### config.mk
export PLATFORM = sky130hd
export DESIGN_NAME = mm_job_controller_flat
export DESIGN_NICKNAME = d
export VERILOG_FILES = /design/src/rtl/mm_job_if.sv /design/src/rtl/mm_job_controller.sv /design/src/flat_wrapper.sv
export SDC_FILE = /design/constraint.sdc
export NUM_CORES = 1
export LEC_CHECK = 0
export CORE_MARGIN = 4
export CORE_UTILIZATION = 45
export DETAILED_ROUTE_END_ITERATION = 12
export PLACE_DENSITY_LB_ADDON = 0.08
export RECOVER_POWER = 25
export SKIP_LAST_GASP = 1
export SLEW_MARGIN = 20
export SYNTH_ARGS = -nofsm -noshare
export SYNTH_HDL_FRONTEND = slang
export SYNTH_SLANG_ARGS = --single-unit
### constraint.sdc
create_clock -name clk -period 3.7 [get_ports clk]
set_input_delay 1.11 -clock clk [delete_from_list [all_inputs] [get_ports clk]]
set_output_delay 1.11 -clock clk [all_outputs]
set_load 0.05 [all_outputs]
### src/rtl/mm_job_if.sv
// Host-facing streams of the matrix-multiply job controller: the A/B element
// input stream and the tagged C result stream.
interface mm_job_if #(
    parameter int DATA_WIDTH     = 8,
    parameter int N              = 4,
    parameter int OUT_DATA_WIDTH = 20
);
    // Both streams use the same valid/ready rule: a transfer happens on a rising
    // clk edge where valid and ready are both high; the sender holds its payload
    // stable while valid is high and ready is low.
    logic                      in_valid;
    logic [DATA_WIDTH-1:0]     in_data;
    logic                      in_ready;
    logic                      out_valid;
    logic                      out_ready;
    logic [OUT_DATA_WIDTH-1:0] out_data;
    logic [N-1:0]              out_row;
    logic [N-1:0]              out_col;

    modport master (
        output in_valid, in_data, out_ready,
        input  in_ready, out_valid, out_data, out_row, out_col
    );

    modport slave (
        input  in_valid, in_data, out_ready,
        output in_ready, out_valid, out_data, out_row, out_col
    );
endinterface

### src/rtl/mm_job_controller.sv
// Sequencer driving one MMHelper through a full job: load A, load B, then one
// compute per C element, returned row-major on a tagged valid/ready stream.
module mm_job_controller #(
    parameter int DATA_WIDTH     = 8,
    parameter int N              = 4,
    parameter int OUT_DATA_WIDTH = 20
) (
    input  logic                      clk,
    input  logic                      reset,
    input  logic                      start,
    input  logic [N-1:0]              dim_m,
    input  logic [N-1:0]              dim_k,
    input  logic [N-1:0]              dim_n,
    mm_job_if.slave                   bus,
    output logic                      mm_wr_enable,
    output logic                      mm_compute_enable,
    output logic [DATA_WIDTH-1:0]     mm_in_data,
    output logic [N-1:0]              mm_i,
    output logic [N-1:0]              mm_j,
    output logic                      mm_is_first_mat,
    output logic [N-1:0]              mm_match_dim,
    input  logic [OUT_DATA_WIDTH-1:0] mm_out_data,
    output logic                      busy,
    output logic                      done,
    output logic                      err,
    output logic [2:0]                dbg_state
);

    typedef enum logic [2:0] {
        IDLE    = 3'd0,
        LOAD_A  = 3'd1,
        LOAD_B  = 3'd2,
        COMPUTE = 3'd3,
        RESULT  = 3'd4,
        OUTPUT  = 3'd5,
        DONE    = 3'd6
    } state_t;

    localparam logic [N-1:0] ONE     = {{(N-1){1'b0}}, 1'b1};
    localparam logic [N-1:0] MAX_DIM = N[N-1:0];

    state_t                    state, next_state;
    logic [N-1:0]              m_r, k_r, n_r;
    logic [N-1:0]              row_r, col_r;
    logic [OUT_DATA_WIDTH-1:0] out_data_r;
    logic [N-1:0]              out_row_r, out_col_r;
    logic                      err_r;

    logic                      dims_ok;
    logic [N-1:0]              row_bound, col_bound;
    logic                      last_row, last_col;
    logic                      load_phase, advance;

    assign dims_ok = (dim_m != '0) && (dim_m <= MAX_DIM) &&
                     (dim_k != '0) && (dim_k <= MAX_DIM) &&
                     (dim_n != '0) && (dim_n <= MAX_DIM);

    // The counters walk A as MxK, B as KxN and C as MxN.
    always_comb begin
        row_bound = m_r;
        col_bound = n_r;
        case (state)
            LOAD_A:  begin row_bound = m_r; col_bound = k_r; end
            LOAD_B:  begin row_bound = k_r; col_bound = n_r; end
            default: begin row_bound = m_r; col_bound = n_r; end
        endcase
    end

    assign last_row   = (row_r == row_bound - ONE);
    assign last_col   = (col_r == col_bound - ONE);
    assign load_phase = (state == LOAD_A) || (state == LOAD_B);
    assign advance    = (load_phase && bus.in_valid) ||
                        ((state == OUTPUT) && bus.out_ready);

    always_ff @(posedge clk or posedge reset) begin
        if (reset) state <= IDLE;
        else       state <= next_state;
    end

    always_comb begin
        next_state        = state;
        bus.in_ready      = 1'b0;
        mm_is_first_mat   = 1'b0;
        mm_compute_enable = 1'b0;
        case (state)
            IDLE: begin
                if (start && dims_ok) next_state = LOAD_A;
            end
            LOAD_A: begin
                bus.in_ready    = 1'b1;
                mm_is_first_mat = 1'b1;
                if (bus.in_valid && last_row && last_col) next_state = LOAD_B;
            end
            LOAD_B: begin
                bus.in_ready = 1'b1;
                if (bus.in_valid && last_row && last_col) next_state = COMPUTE;
            end
            COMPUTE: begin
                mm_compute_enable = 1'b1;
                next_state        = RESULT;
            end
            RESULT: next_state = OUTPUT;
            OUTPUT: begin
                if (bus.out_ready) next_state = (last_row && last_col) ? DONE : COMPUTE;
            end
            DONE:    next_state = IDLE;
            default: next_state = IDLE;
        endcase
    end

    always_ff @(posedge clk or posedge reset) begin
        if (reset) begin
            m_r        <= '0;
            k_r        <= '0;
            n_r        <= '0;
            row_r      <= '0;
            col_r      <= '0;
            out_data_r <= '0;
            out_row_r  <= '0;
            out_col_r  <= '0;
            err_r      <= 1'b0;
        end else begin
            err_r <= (state == IDLE) && start && !dims_ok;
            if ((state == IDLE) && start && dims_ok) begin
                m_r   <= dim_m;
                k_r   <= dim_k;
                n_r   <= dim_n;
                row_r <= '0;
                col_r <= '0;
            end else if (advance) begin
                // The final element of each phase wraps both counters back to 0.
                if (last_col) begin
                    col_r <= '0;
                    row_r <= last_row ? '0 : row_r + ONE;
                end else begin
                    col_r <= col_r + ONE;
                end
            end
            if (state == RESULT) begin
                out_data_r <= mm_out_data;
                out_row_r  <= row_r;
                out_col_r  <= col_r;
            end
        end
    end

    assign mm_wr_enable  = bus.in_valid & bus.in_ready;
    assign mm_in_data    = bus.in_ready ? bus.in_data : '0;
    assign mm_i          = row_r;
    assign mm_j          = col_r;
    assign mm_match_dim  = k_r;
    assign bus.out_valid = (state == OUTPUT);
    assign bus.out_data  = out_data_r;
    assign bus.out_row   = out_row_r;
    assign bus.out_col   = out_col_r;
    assign busy          = (state != IDLE);
    assign done          = (state == DONE);
    assign err           = err_r;
    assign dbg_state     = state;

endmodule

### src/flat_wrapper.sv
// flat-port wrapper written by rule: the top's interface ports become plain ports
module mm_job_controller_flat 
#(
    parameter int DATA_WIDTH     = 8,
    parameter int N              = 4,
    parameter int OUT_DATA_WIDTH = 20
)
  (clk, reset, start, dim_m, dim_k, dim_n, mm_wr_enable, mm_compute_enable, mm_in_data, mm_i, mm_j, mm_is_first_mat, mm_match_dim, mm_out_data, busy, done, err, dbg_state, bus_in_valid, bus_in_data, bus_out_ready, bus_in_ready, bus_out_valid, bus_out_data, bus_out_row, bus_out_col);
  mm_job_if #(.DATA_WIDTH(DATA_WIDTH), .N(N), .OUT_DATA_WIDTH(OUT_DATA_WIDTH)) bus_i ();
  input  logic clk;
  input  logic reset;
  input  logic start;
  input  logic [N-1:0] dim_m;
  input  logic [N-1:0] dim_k;
  input  logic [N-1:0] dim_n;
  output logic mm_wr_enable;
  output logic mm_compute_enable;
  output logic [DATA_WIDTH-1:0] mm_in_data;
  output logic [N-1:0] mm_i;
  output logic [N-1:0] mm_j;
  output logic mm_is_first_mat;
  output logic [N-1:0] mm_match_dim;
  input  logic [OUT_DATA_WIDTH-1:0] mm_out_data;
  output logic busy;
  output logic done;
  output logic err;
  output logic [2:0] dbg_state;
  input wire logic [$bits(bus_i.in_valid)-1:0] bus_in_valid;
  input wire logic [$bits(bus_i.in_data)-1:0] bus_in_data;
  input wire logic [$bits(bus_i.out_ready)-1:0] bus_out_ready;
  output wire logic [$bits(bus_i.in_ready)-1:0] bus_in_ready;
  output wire logic [$bits(bus_i.out_valid)-1:0] bus_out_valid;
  output wire logic [$bits(bus_i.out_data)-1:0] bus_out_data;
  output wire logic [$bits(bus_i.out_row)-1:0] bus_out_row;
  output wire logic [$bits(bus_i.out_col)-1:0] bus_out_col;
  assign bus_i.in_valid = bus_in_valid;
  assign bus_i.in_data = bus_in_data;
  assign bus_i.out_ready = bus_out_ready;
  assign bus_in_ready = bus_i.in_ready;
  assign bus_out_valid = bus_i.out_valid;
  assign bus_out_data = bus_i.out_data;
  assign bus_out_row = bus_i.out_row;
  assign bus_out_col = bus_i.out_col;
  mm_job_controller #(.DATA_WIDTH(DATA_WIDTH), .N(N), .OUT_DATA_WIDTH(OUT_DATA_WIDTH)) u_core (.clk(clk), .reset(reset), .start(start), .dim_m(dim_m), .dim_k(dim_k), .dim_n(dim_n), .bus(bus_i), .mm_wr_enable(mm_wr_enable), .mm_compute_enable(mm_compute_enable), .mm_in_data(mm_in_data), .mm_i(mm_i), .mm_j(mm_j), .mm_is_first_mat(mm_is_first_mat), .mm_match_dim(mm_match_dim), .mm_out_data(mm_out_data), .busy(busy), .done(done), .err(err), .dbg_state(dbg_state));
endmodule
==> run summary <==
fillers -> 489
Post-Route WL -> 6.83 mm
crit path cell chain -> or3b_1, inv_2, clkdlybuf4s50_1
Reg clk slew, reported paths -> 100 ps
Yosys top cell area share -> 46.1%
Num CTS Buffers -> 5
worst hold slack -> 512 ps
reg2reg start -> u_core.dbg_state[1]
Fin Setup TNS -> 0 ps
clock net sink count -> 52
Yosys cell types -> 56
routed len/inst -> 15.7 um
drt initial violations -> 61
clock power share -> 10.0%
kind of critical path -> register to output pin
r2r setup slk -> 860 ps
worst slew pin tran -> 1270 ps
Int Pwr -> 1.71 mW
vias in the first global route -> 2393
Logic pwr share -> 63.1%
fraction of registers with async set or reset after synthesis -> 100%
Initial Util -> 47.1%
max cap viols -> 0
Area Growth Syn to Fin -> 42.7%
count of final hold-check violations -> 0
die height -> 87.2 um
Flop pwr share -> 26.9%
met3 routed WL -> 554 um
dpl hpwl -> 5.20 mm
register area share after synthesis -> 46.1%
hold_sp -> u_core.bus.out_data[14]
post-CTS sizing -> 0
Hold/Removal Path Class -> register to register
IO buf count -> 103
Synth Net Count -> 303
CP peak stage delay -> 830 ps
CTS tree -> built
met2 WL -> 3.42 mm
worst skew pair latency -> 310 ps
Die W -> 87.2 um
DR vias -> 2384
CP max-delay cell -> clkdlybuf4s50_1
Seq cells post-synth -> 52
top sig layer -> met4
synthesized area -> 0.00282 mm^2
CTS max path bufs -> 2
Lkg Pwr -> 1.70 nW
Antenna diodes -> 0
core box area -> 0.00599 mm^2
Ys Warns -> 0
die footprint -> 0.00761 mm^2
first-pass GRT wire length -> 11.2 mm
unrepaired setup endpoints after global routing -> false
total chip power -> 3.44 mW
CP endpoint kind -> output pin
post-CTS setup buffers -> 0
final instance count without filler cells -> 436
Max Fclk -> 0.281 GHz
Placed Cells -> 428
Mapped Cells -> 256
crit path time final -> 3560 ps
drt drc -> 0
syn_area_per_cell -> 11.0 um^2
initial antenna violation count -> 0
Sw Share -> 50.3%
# setup viols final -> 0
GP Congestion -> 0.782
CP endpoint -> mm_is_first_mat
cell taking the most area after synthesis -> dfrtp_1
CP Data Required Time -> 2590 ps
Setup crit start kind -> register
reg2reg end -> u_core.dbg_state[0]
routed vias/inst -> 5.47
H-tree depth -> 2
Post-synth EDFFs -> 0
final number of max-transition violations -> 0
Worst EP arrival -> 2450 ps
Critical path origin -> u_core.dbg_state[1]
io pins -> 104
crit share post-route -> 96.2%
Psw -> 1.73 mW
top cells by area, synth -> dfrtp_1, mux2_2, mux2i_1, and2_1, nor2_1
Slew headroom -> 15.6%
reg2reg path depth -> 7
layout cells sized above 1 -> 21.1%
Pwr per Cell Area -> 853 mW/mm^2
Peak VDD IR -> 0.609 mV
root buffer cell -> clkbuf_8
CTS hold repair buffers -> 0
drt first pass iters -> 5
GR Util All Layers -> 18.5%
worst hold path depth -> 1
M1 WL -> 2.76 mm
gr ovfl total -> 0
Max FO, Critical Path -> 12
DRT antenna net count -> 0
Top FF cell, synth -> dfrtp_1
cell row count -> 28
largest net degree at the start of global routing -> 53
clock skew -> 7.58 ps
status -> finished, final reports clean
Final #Nets -> 407
[routing by layer]
metal	track usage, %	vias up
met1	21.4	1158
li1	-	1136
met4	5.30	0
met5	0	-
met3	6.72	10
met2	32.4	80
[cell usage after synthesis (2+ instances only)]
| cell type | instances |
|---|---|
| a211o_1 | 2 |
| ha_1 | 2 |
| buf_1 | 2 |
| and3_1 | 3 |
| nor3b_1 | 3 |
| dfrtp_1 | 52 |
| a211oi_1 | 3 |
| o21ai_0 | 6 |
| a21oi_1 | 10 |
| mux2i_1 | 7 |
| nor3_1 | 4 |
| buf_6 | 2 |
| o211ai_1 | 3 |
| o21a_1 | 2 |
| nand2_1 | 11 |
| xor2_1 | 3 |
| or3_1 | 3 |
| clkbuf_1 | 8 |
| mux2_2 | 37 |
| nor2_1 | 15 |
| and4_1 | 2 |
| and2_1 | 9 |
| inv_1 | 9 |
| a32o_1 | 3 |
| or4_1 | 2 |
| nor2b_1 | 9 |
| nand2b_1 | 8 |
| nor4_1 | 2 |
| mux2_4 | 2 |
| nand3_1 | 4 |
| nor4_2 | 2 |
| nand3b_1 | 2 |
[through the flow]
step	utilization, %	worst slack, ps	instance area (um^2)
finish	67.3	142	4030
global route	67.3	52.9	4030
CTS	67.5	128	4040
detailed placement	65.9	306	3950
global placement	65.9	436	3950
floorplan	-	352	2830
[cell usage in the layout, fill, tap and decap left out, drive strengths merged, types with 3 or more instances in the layout]
cell type / netlist / layout
a211oi: 3 / 3
a21oi: 10 / 10
a32o: 3 / 3
and2: 9 / 9
and3: 3 / 3
buf: 6 / 16
clkbuf: 8 / 7
clkdlybuf4s50: 0 / 93
dfrtp: 52 / 52
inv: 10 / 10
mux2: 39 / 39
mux2i: 7 / 7
nand2: 11 / 11
nand2b: 8 / 8
nand3: 4 / 4
nor2: 16 / 16
nor2b: 9 / 9
nor3: 4 / 4
nor3b: 3 / 3
nor4: 4 / 4
o211ai: 3 / 3
o21ai: 6 / 6
or3: 3 / 3
xor2: 3 / 3
[worst max-delay path, delay by kind of cell (launching register included)]
family                 cells  cell delay (ps)
buffers and inverters      2             1020
flip-flops                 1              520
AND/OR/NAND/NOR            1              600
[area by class of cell]
| type | count | area, um^2 | area share [%] |
|---|---|---|---|
| flip-flops and latches | 52 | 1300 | 32.3 |
| well taps | 75 | 93.8 | 2.33 |
| repair buffers | 111 | 1080 | 26.8 |
| multi-input cells | 180 | 1420 | 35.3 |
| inverters | 10 | 37.5 | 0.932 |
| clock buffers | 6 | 82.6 | 2.05 |
| clock inverters | 2 | 13.8 | 0.342 |
[power groups by stage]
| stage | logic [mW] | clock network [mW] | registers, mW |
|---|---|---|---|
| 6_report | 2.17 | 0.345 | 0.924 |
| 5_1_grt | 2.29 | 0.379 | 0.960 |
| 4_1_cts | 2.19 | 0.354 | 0.927 |
| 3_5_place_dp | 2.18 | 0 | 0.937 |
| 3_3_place_gp | 2.16 | 0 | 0.926 |
| 2_1_floorplan | 0.897 | 0 | 1.53 |
[worst min path at each step]
stage / end / slack [ps]
2_1_floorplan: u_core.m_r[3] / 480
3_3_place_gp: u_core.bus.out_row[1] / 490
3_5_place_dp: u_core.bus.out_data[14] / 500
4_1_cts: u_core.bus.out_data[11] / 520
5_1_grt: u_core.bus.out_data[19] / 540
6_report: u_core.bus.out_data[14] / 510
[flip-flops by register name (all words and copies together), names as in the netlist]
register	flops
u_core.n_r	4
u_core.mm_match_dim	4
u_core.bus.out_col	4
u_core.bus.out_data	20
u_core.mm_i	4
u_core.mm_j	4
u_core.m_r	4
u_core.bus.out_row	4
u_core.err	1
u_core.dbg_state	3
[logic make-up (layout without fill, tap and decap cells)]
group                    after synthesis  after routing  synth area share, %
AO/OA/AOI/OAI                         42             42                 11.7
flip-flops                            52             52                 46.1
adder cells (fa/ha/maj)                2              2                0.886
buffers and inverters                 24            129                 3.90
multiplexers                          46             46                 18.3
XOR/XNOR                               3              3                0.931
AND/OR/NAND/NOR                       87             87                 18.3
Note: power is estimated with default switching activity, not from simulation.
